==> config.mk <==
export PLATFORM = sky130hd
export DESIGN_NAME = lcd_timing_ctrl
export DESIGN_NICKNAME = d
export VERILOG_FILES = /design/src/rtl/lcd_timing_pkg.sv /design/src/rtl/lcd_stat_irq.sv /design/src/rtl/lcd_timing_ctrl.sv
export SDC_FILE = /design/constraint.sdc
export NUM_CORES = 1
export LEC_CHECK = 0
export CORE_UTILIZATION = 65
export CTS_CLUSTER_SIZE = 20
export DETAILED_ROUTE_END_ITERATION = 16
export DONT_BUFFER_PORTS = 1
export GPL_TIMING_DRIVEN = 0
export PLACE_DENSITY = 0.88
export SKIP_CTS_REPAIR_TIMING = 1
export SYNTH_ARGS = -nofsm -noshare
export SYNTH_HDL_FRONTEND = slang
export SYNTH_SLANG_ARGS = --single-unit
==> constraint.sdc <==
create_clock -name i_clk -period 4.5 [get_ports i_clk]
set_input_delay 0.675 -clock i_clk [delete_from_list [all_inputs] [get_ports i_clk]]
set_output_delay 0.675 -clock i_clk [all_outputs]
set_load 0.01 [all_outputs]
==> src/rtl/lcd_timing_pkg.sv <==
// lcd_timing_pkg: PPU mode encoding, default LCD timing and STAT select bit positions
package lcd_timing_pkg;
  typedef enum logic [1:0] {
    MODE_HBLANK = 2'd0,
    MODE_VBLANK = 2'd1,
    MODE_OAM    = 2'd2,
    MODE_XFER   = 2'd3
  } mode_e;
  localparam int DEF_DOTS_PER_LINE = 456;
  localparam int DEF_VISIBLE_LINES = 144;
  localparam int DEF_TOTAL_LINES   = 154;
  localparam int DEF_OAM_DOTS      = 80;
  localparam int DEF_MODE3_MAX     = 289;
  localparam int SEL_HBLANK = 0;
  localparam int SEL_VBLANK = 1;
  localparam int SEL_OAM    = 2;
  localparam int SEL_LYC    = 3;
endpackage

==> src/rtl/lcd_stat_irq.sv <==
// lcd_stat_irq: combines STAT sources into stat_line and pulses o_stat_irq on its rising edge
module lcd_stat_irq
  import lcd_timing_pkg::*;
(
  input  logic       i_clk,
  input  logic       i_nreset,
  input  logic       i_lcd_en,
  input  logic [3:0] i_stat_sel,
  input  logic [1:0] i_mode,
  input  logic       i_coinc,
  output logic       o_stat_irq
);
  logic w_line;
  logic r_line;
  logic r_irq;
  // Inputs are next-state values, so the pulse lines up with the mode/coinc change
  always_comb begin
    w_line = (i_stat_sel[SEL_LYC] & i_coinc) |
             (i_stat_sel[SEL_OAM] & (i_mode == MODE_OAM)) |
             (i_stat_sel[SEL_VBLANK] & (i_mode == MODE_VBLANK)) |
             (i_stat_sel[SEL_HBLANK] & (i_mode == MODE_HBLANK));
  end
  always_ff @(posedge i_clk) begin
    if (!i_nreset || !i_lcd_en) begin
      r_line <= 1'b0;
      r_irq  <= 1'b0;
    end else begin
      r_line <= w_line;
      r_irq  <= w_line & ~r_line;
    end
  end
  assign o_stat_irq = r_irq;
endmodule

==> src/rtl/lcd_timing_ctrl.sv <==
// lcd_timing_ctrl: dot/line counters, PPU mode FSM, LY==LYC coincidence and LCD interrupt requests
module lcd_timing_ctrl
  import lcd_timing_pkg::*;
#(
  parameter int DOTS_PER_LINE = DEF_DOTS_PER_LINE,
  parameter int VISIBLE_LINES = DEF_VISIBLE_LINES,
  parameter int TOTAL_LINES   = DEF_TOTAL_LINES,
  parameter int OAM_DOTS      = DEF_OAM_DOTS,
  parameter int MODE3_MAX     = DEF_MODE3_MAX
) (
  input  logic       i_clk,
  input  logic       i_nreset,
  input  logic       i_lcd_en,
  input  logic [7:0] i_lyc,
  input  logic [3:0] i_stat_sel,
  input  logic       i_pix_done,
  output logic [7:0] o_ly,
  output logic [8:0] o_dot,
  output logic [1:0] o_mode,
  output logic       o_coinc,
  output logic       o_line_start,
  output logic       o_vblank_irq,
  output logic       o_stat_irq
);
  localparam logic [8:0] LAST_DOT  = 9'(DOTS_PER_LINE - 1);
  localparam logic [8:0] XFER_DOT  = 9'(OAM_DOTS);
  localparam logic [8:0] XFER_END  = 9'(OAM_DOTS + MODE3_MAX);
  localparam logic [7:0] LAST_LINE = 8'(TOTAL_LINES - 1);
  localparam logic [7:0] VIS_LINES = 8'(VISIBLE_LINES);
  logic       r_on;
  logic [8:0] r_dot;
  logic [7:0] r_ly;
  mode_e      r_mode;
  logic       r_coinc;
  logic       r_line_start;
  logic       r_vblank_irq;
  logic       w_wrap;
  logic [8:0] w_dot_n;
  logic [7:0] w_ly_n;
  mode_e      w_mode_n;
  logic       w_coinc_n;
  logic       w_line_start_n;
  logic       w_vblank_n;
  // r_on low means the next enabled cycle is the first one: start line 0 in OAM
  always_comb begin
    w_wrap         = r_dot == LAST_DOT;
    w_dot_n        = '0;
    w_ly_n         = '0;
    w_mode_n       = MODE_HBLANK;
    w_line_start_n = 1'b0;
    w_vblank_n     = 1'b0;
    if (i_lcd_en && !r_on) begin
      w_mode_n       = MODE_OAM;
      w_line_start_n = 1'b1;
    end else if (i_lcd_en) begin
      w_dot_n        = w_wrap ? '0 : r_dot + 9'd1;
      w_ly_n         = !w_wrap ? r_ly : (r_ly == LAST_LINE ? '0 : r_ly + 8'd1);
      w_line_start_n = w_wrap;
      w_vblank_n     = w_wrap && (w_ly_n == VIS_LINES);
      w_mode_n       = (w_ly_n >= VIS_LINES) ? MODE_VBLANK :
                       (w_dot_n < XFER_DOT) ? MODE_OAM :
                       (w_dot_n == XFER_DOT) ? MODE_XFER :
                       (r_mode == MODE_XFER && !i_pix_done && w_dot_n != XFER_END) ? MODE_XFER :
                       MODE_HBLANK;
    end
    w_coinc_n = w_ly_n == i_lyc;
  end
  always_ff @(posedge i_clk) begin
    if (!i_nreset) begin
      r_on         <= 1'b0;
      r_dot        <= '0;
      r_ly         <= '0;
      r_mode       <= MODE_HBLANK;
      r_coinc      <= 1'b0;
      r_line_start <= 1'b0;
      r_vblank_irq <= 1'b0;
    end else begin
      r_on         <= i_lcd_en;
      r_dot        <= w_dot_n;
      r_ly         <= w_ly_n;
      r_mode       <= w_mode_n;
      r_coinc      <= w_coinc_n;
      r_line_start <= w_line_start_n;
      r_vblank_irq <= w_vblank_n;
    end
  end
  lcd_stat_irq u_stat_irq (
    .i_clk      (i_clk),
    .i_nreset   (i_nreset),
    .i_lcd_en   (i_lcd_en),
    .i_stat_sel (i_stat_sel),
    .i_mode     (w_mode_n),
    .i_coinc    (w_coinc_n),
    .o_stat_irq (o_stat_irq)
  );
  assign o_ly         = r_ly;
  assign o_dot        = r_dot;
  assign o_mode       = r_mode;
  assign o_coinc      = r_coinc;
  assign o_line_start = r_line_start;
  assign o_vblank_irq = r_vblank_irq;
endmodule
==> impl_metrics.json <==
{
  "cts_tree": "yes",
  "yosysMostFrequentCell": "dfxtp_1",
  "ff2ff_setup_slack_ns": 0.88,
  "drc": 0,
  "cp-end-kind": "flip-flop",
  "worstMarginPinSlew_ns": 1.025,
  "fmax_mhz": 276.3,
  "overflow": 0,
  "numCtsBuffers": 3,
  "synthesis.area_sq_mm": 0.001698,
  "cts.htree.levels": 1,
  "ant_nets": 0,
  "met2_wirelength_mm": 2.053,
  "syn_avg_cell_area_sq_um": 8.364,
  "rsz0062_at_grt": "false",
  "ys_ff_latch": 25,
  "p_comb_share_pct": 5.2,
  "core_sq_mm": 0.002477,
  "seqPwrFrac_pct": 64.7,
  "via_per_inst": 6.886,
  "path_class": "flip-flop to flip-flop",
  "r2r_cells": 11,
  "start_util_pct": 68.54,
  "grt_pass1_vias": 1561,
  "die_w_um": 53.11,
  "grt_use_total_pct": 31.70,
  "highest_layer": "met4",
  "grt_pass1_wl_mm": 6.465,
  "row_count": 18,
  "yosysSeqAreaShare_pct": 29.48,
  "yosysTopAreaCell": "dfxtp_1",
  "dr.pass1.iters": 5,
  "hold_viol": 0,
  "worstSetupEndpoint": "u_stat_irq.o_stat_irq$_SDFF_PP0_",
  "diodes": 0,
  "clock_path_buffers": 2,
  "fin_setup_tns_ns": 0,
  "syn-instance-count": 203,
  "startpoint_type": "flip-flop",
  "synth.area.top_cells": "dfxtp_1, nor2_1, nand2_1",
  "finalSetupViolCount": 0,
  "finalPower_uw": 350.4,
  "worstPathRequired_ns": 4.76,
  "synth_common_cells": "dfxtp_1, nor2_1, nand2_1, a21oi_1, nand3_1",
  "vdd_drop_max_v": 0.0002052,
  "async_flop_share_pct": 0,
  "max_slew_margin_pct": 29.88,
  "clock_latency_ns": 0.33,
  "crit_start": "o_dot[0]$_SDFF_PP0_",
  "clkSlewWorstSetupHoldPaths_ns": 0.13,
  "crit_fanout": 10,
  "maxCapViolCount": 0,
  "detailedRoute.firstIterationViolations": 67,
  "critical_path_arrival_ns": 3.88,
  "synth_nets": 222,
  "power.density_mw_per_mm2": 198.9,
  "wl_met1_mm": 1.609,
  "synth_top_area_share_pct": 29.48,
  "gp_congestion": 0.8725,
  "drive_gt1_share_pct": 11.11,
  "cts_sinks": 25,
  "die_y_um": 53.11,
  "p_leak_uw": 0.0005925,
  "r2r-end": "u_stat_irq.o_stat_irq$_SDFF_PP0_",
  "design_area_sq_mm": 0.001762,
  "p_sw_share_pct": 23.68,
  "post_dp_cell_area_sq_mm": 0.001735,
  "ys_warn_count": 0,
  "route.met3.wl_um": 361,
  "switchingPower_uw": 82.98,
  "synth_edf_count": 0,
  "outcome": "finished, final reports clean",
  "dr_total_vias": 1632,
  "synth_ff_type": "dfxtp_1",
  "fin_nets": 227,
  "hpwl_mm": 3.125,
  "clockRootBuffer": "clkbuf_4",
  "wl_mm": 4.136,
  "finalCritPeriodShare_pct": 80.43,
  "r2r-start": "o_dot[0]$_SDFF_PP0_",
  "grt_max_degree": 14,
  "p_clk_share_pct": 30.0,
  "slew_violations": 0,
  "io_buffers": 0,
  "dieArea_sq_mm": 0.002821,
  "antenna_found_initial": 0,
  "finalCriticalPeriod_ns": 3.619,
  "syn_to_final_growth_pct": 3.758,
  "intPower_uw": 267.4,
  "wl_per_cell_um": 17.45,
  "top_level_ports": 39,
  "ys_types": 62,
  "clock_skew_ns": 0.006644,
  "hp-class": "flip-flop to flip-flop"
}
[power groups by stage]
stage	combinational [uW]	clock (uW)	sequential [uW]
global route	20.5	112	227
finish	18.3	105	227
global placement	17.3	0	232
CTS	18.2	106	227
detailed placement	18.2	0	232
floorplan	15.5	0	231
[metrics by stage]
step           setup slack [ns]  hold WS, ns  util, %  cells
2_1_floorplan             1.567       0.3911        -    203
3_3_place_gp              1.115       0.3965    70.05    233
3_5_place_dp             0.9228       0.4016    70.05    233
4_1_cts                  0.9044       0.4204    71.11    237
5_1_grt                  0.6157       0.4258    71.11    237
6_report                 0.8807       0.4176    71.11    237
[critical path, stage by stage (launching register included)]
cell      delay [ns]
dfxtp_1         0.60
ha_1            0.22
clkbuf_1        0.26
nand4_1         0.23
clkbuf_1        0.33
nor4b_2         0.39
xnor2_1         0.33
nor3_1          0.09
or3_1           0.37
nor4_1          0.43
a22oi_2         0.11
a211oi_2        0.18
[metal layers]
metal | vias up | track usage, %
li1 | 765 | -
met5 | - | 0
met3 | 14 | 6.897
met2 | 89 | 57.38
met1 | 764 | 33.28
met4 | 0 | 17.98
[worst min-delay path by stage]
stage | startpoint | end | slack, ns | depth (start not counted)
2_1_floorplan | u_stat_irq.r_line$_SDFF_PP0_ | u_stat_irq.o_stat_irq$_SDFF_PP0_ | 0.39 | 1
3_5_place_dp | u_stat_irq.r_line$_SDFF_PP0_ | u_stat_irq.o_stat_irq$_SDFF_PP0_ | 0.40 | 1
4_1_cts | u_stat_irq.r_line$_SDFF_PP0_ | u_stat_irq.o_stat_irq$_SDFF_PP0_ | 0.42 | 1
5_1_grt | u_stat_irq.r_line$_SDFF_PP0_ | u_stat_irq.o_stat_irq$_SDFF_PP0_ | 0.43 | 1
3_3_place_gp | u_stat_irq.r_line$_SDFF_PP0_ | u_stat_irq.o_stat_irq$_SDFF_PP0_ | 0.40 | 1
6_report | u_stat_irq.r_line$_SDFF_PP0_ | u_stat_irq.o_stat_irq$_SDFF_PP0_ | 0.42 | 1
[cell type report]
type | instances | area (sq um)
plain buffers | 11 | 58.81
clock buffers | 4 | 26.28
fillers | 205 | 715.7
inverters | 6 | 22.52
multi-input cells | 161 | 1116
flip-flops and latches | 25 | 500.5
well taps | 30 | 37.54
[registers in the layout (all words and copies together), names as in the netlist]
name	cells
r_on	1
o_vblank_irq	1
o_coinc	1
o_ly	8
u_stat_irq.r_line	1
o_mode	2
o_dot	9
u_stat_irq.o_stat_irq	1
o_line_start	1
[layout by cell type (no fill, tap or decap), types with 6 or more instances in the layout]
cell and n:
dfxtp_1 25, nor2_1 22, nand2_1 17, nand3_1 8, clkbuf_1 8, a21oi_1 8
inv_1 6, o21ai_0 6
[cell families after synthesis]
kind of cell,Yosys count,share of synthesized area (%)
buffers and inverters,17,4.790
flip-flops,25,29.48
multiplexers,3,1.916
AO/OA/AOI/OAI,54,25.06
XOR/XNOR,10,6.042
AND/OR/NAND/NOR,91,30.51
adder cells (fa/ha/maj),3,2.211
Note: power is estimated with default switching activity, not from simulation.
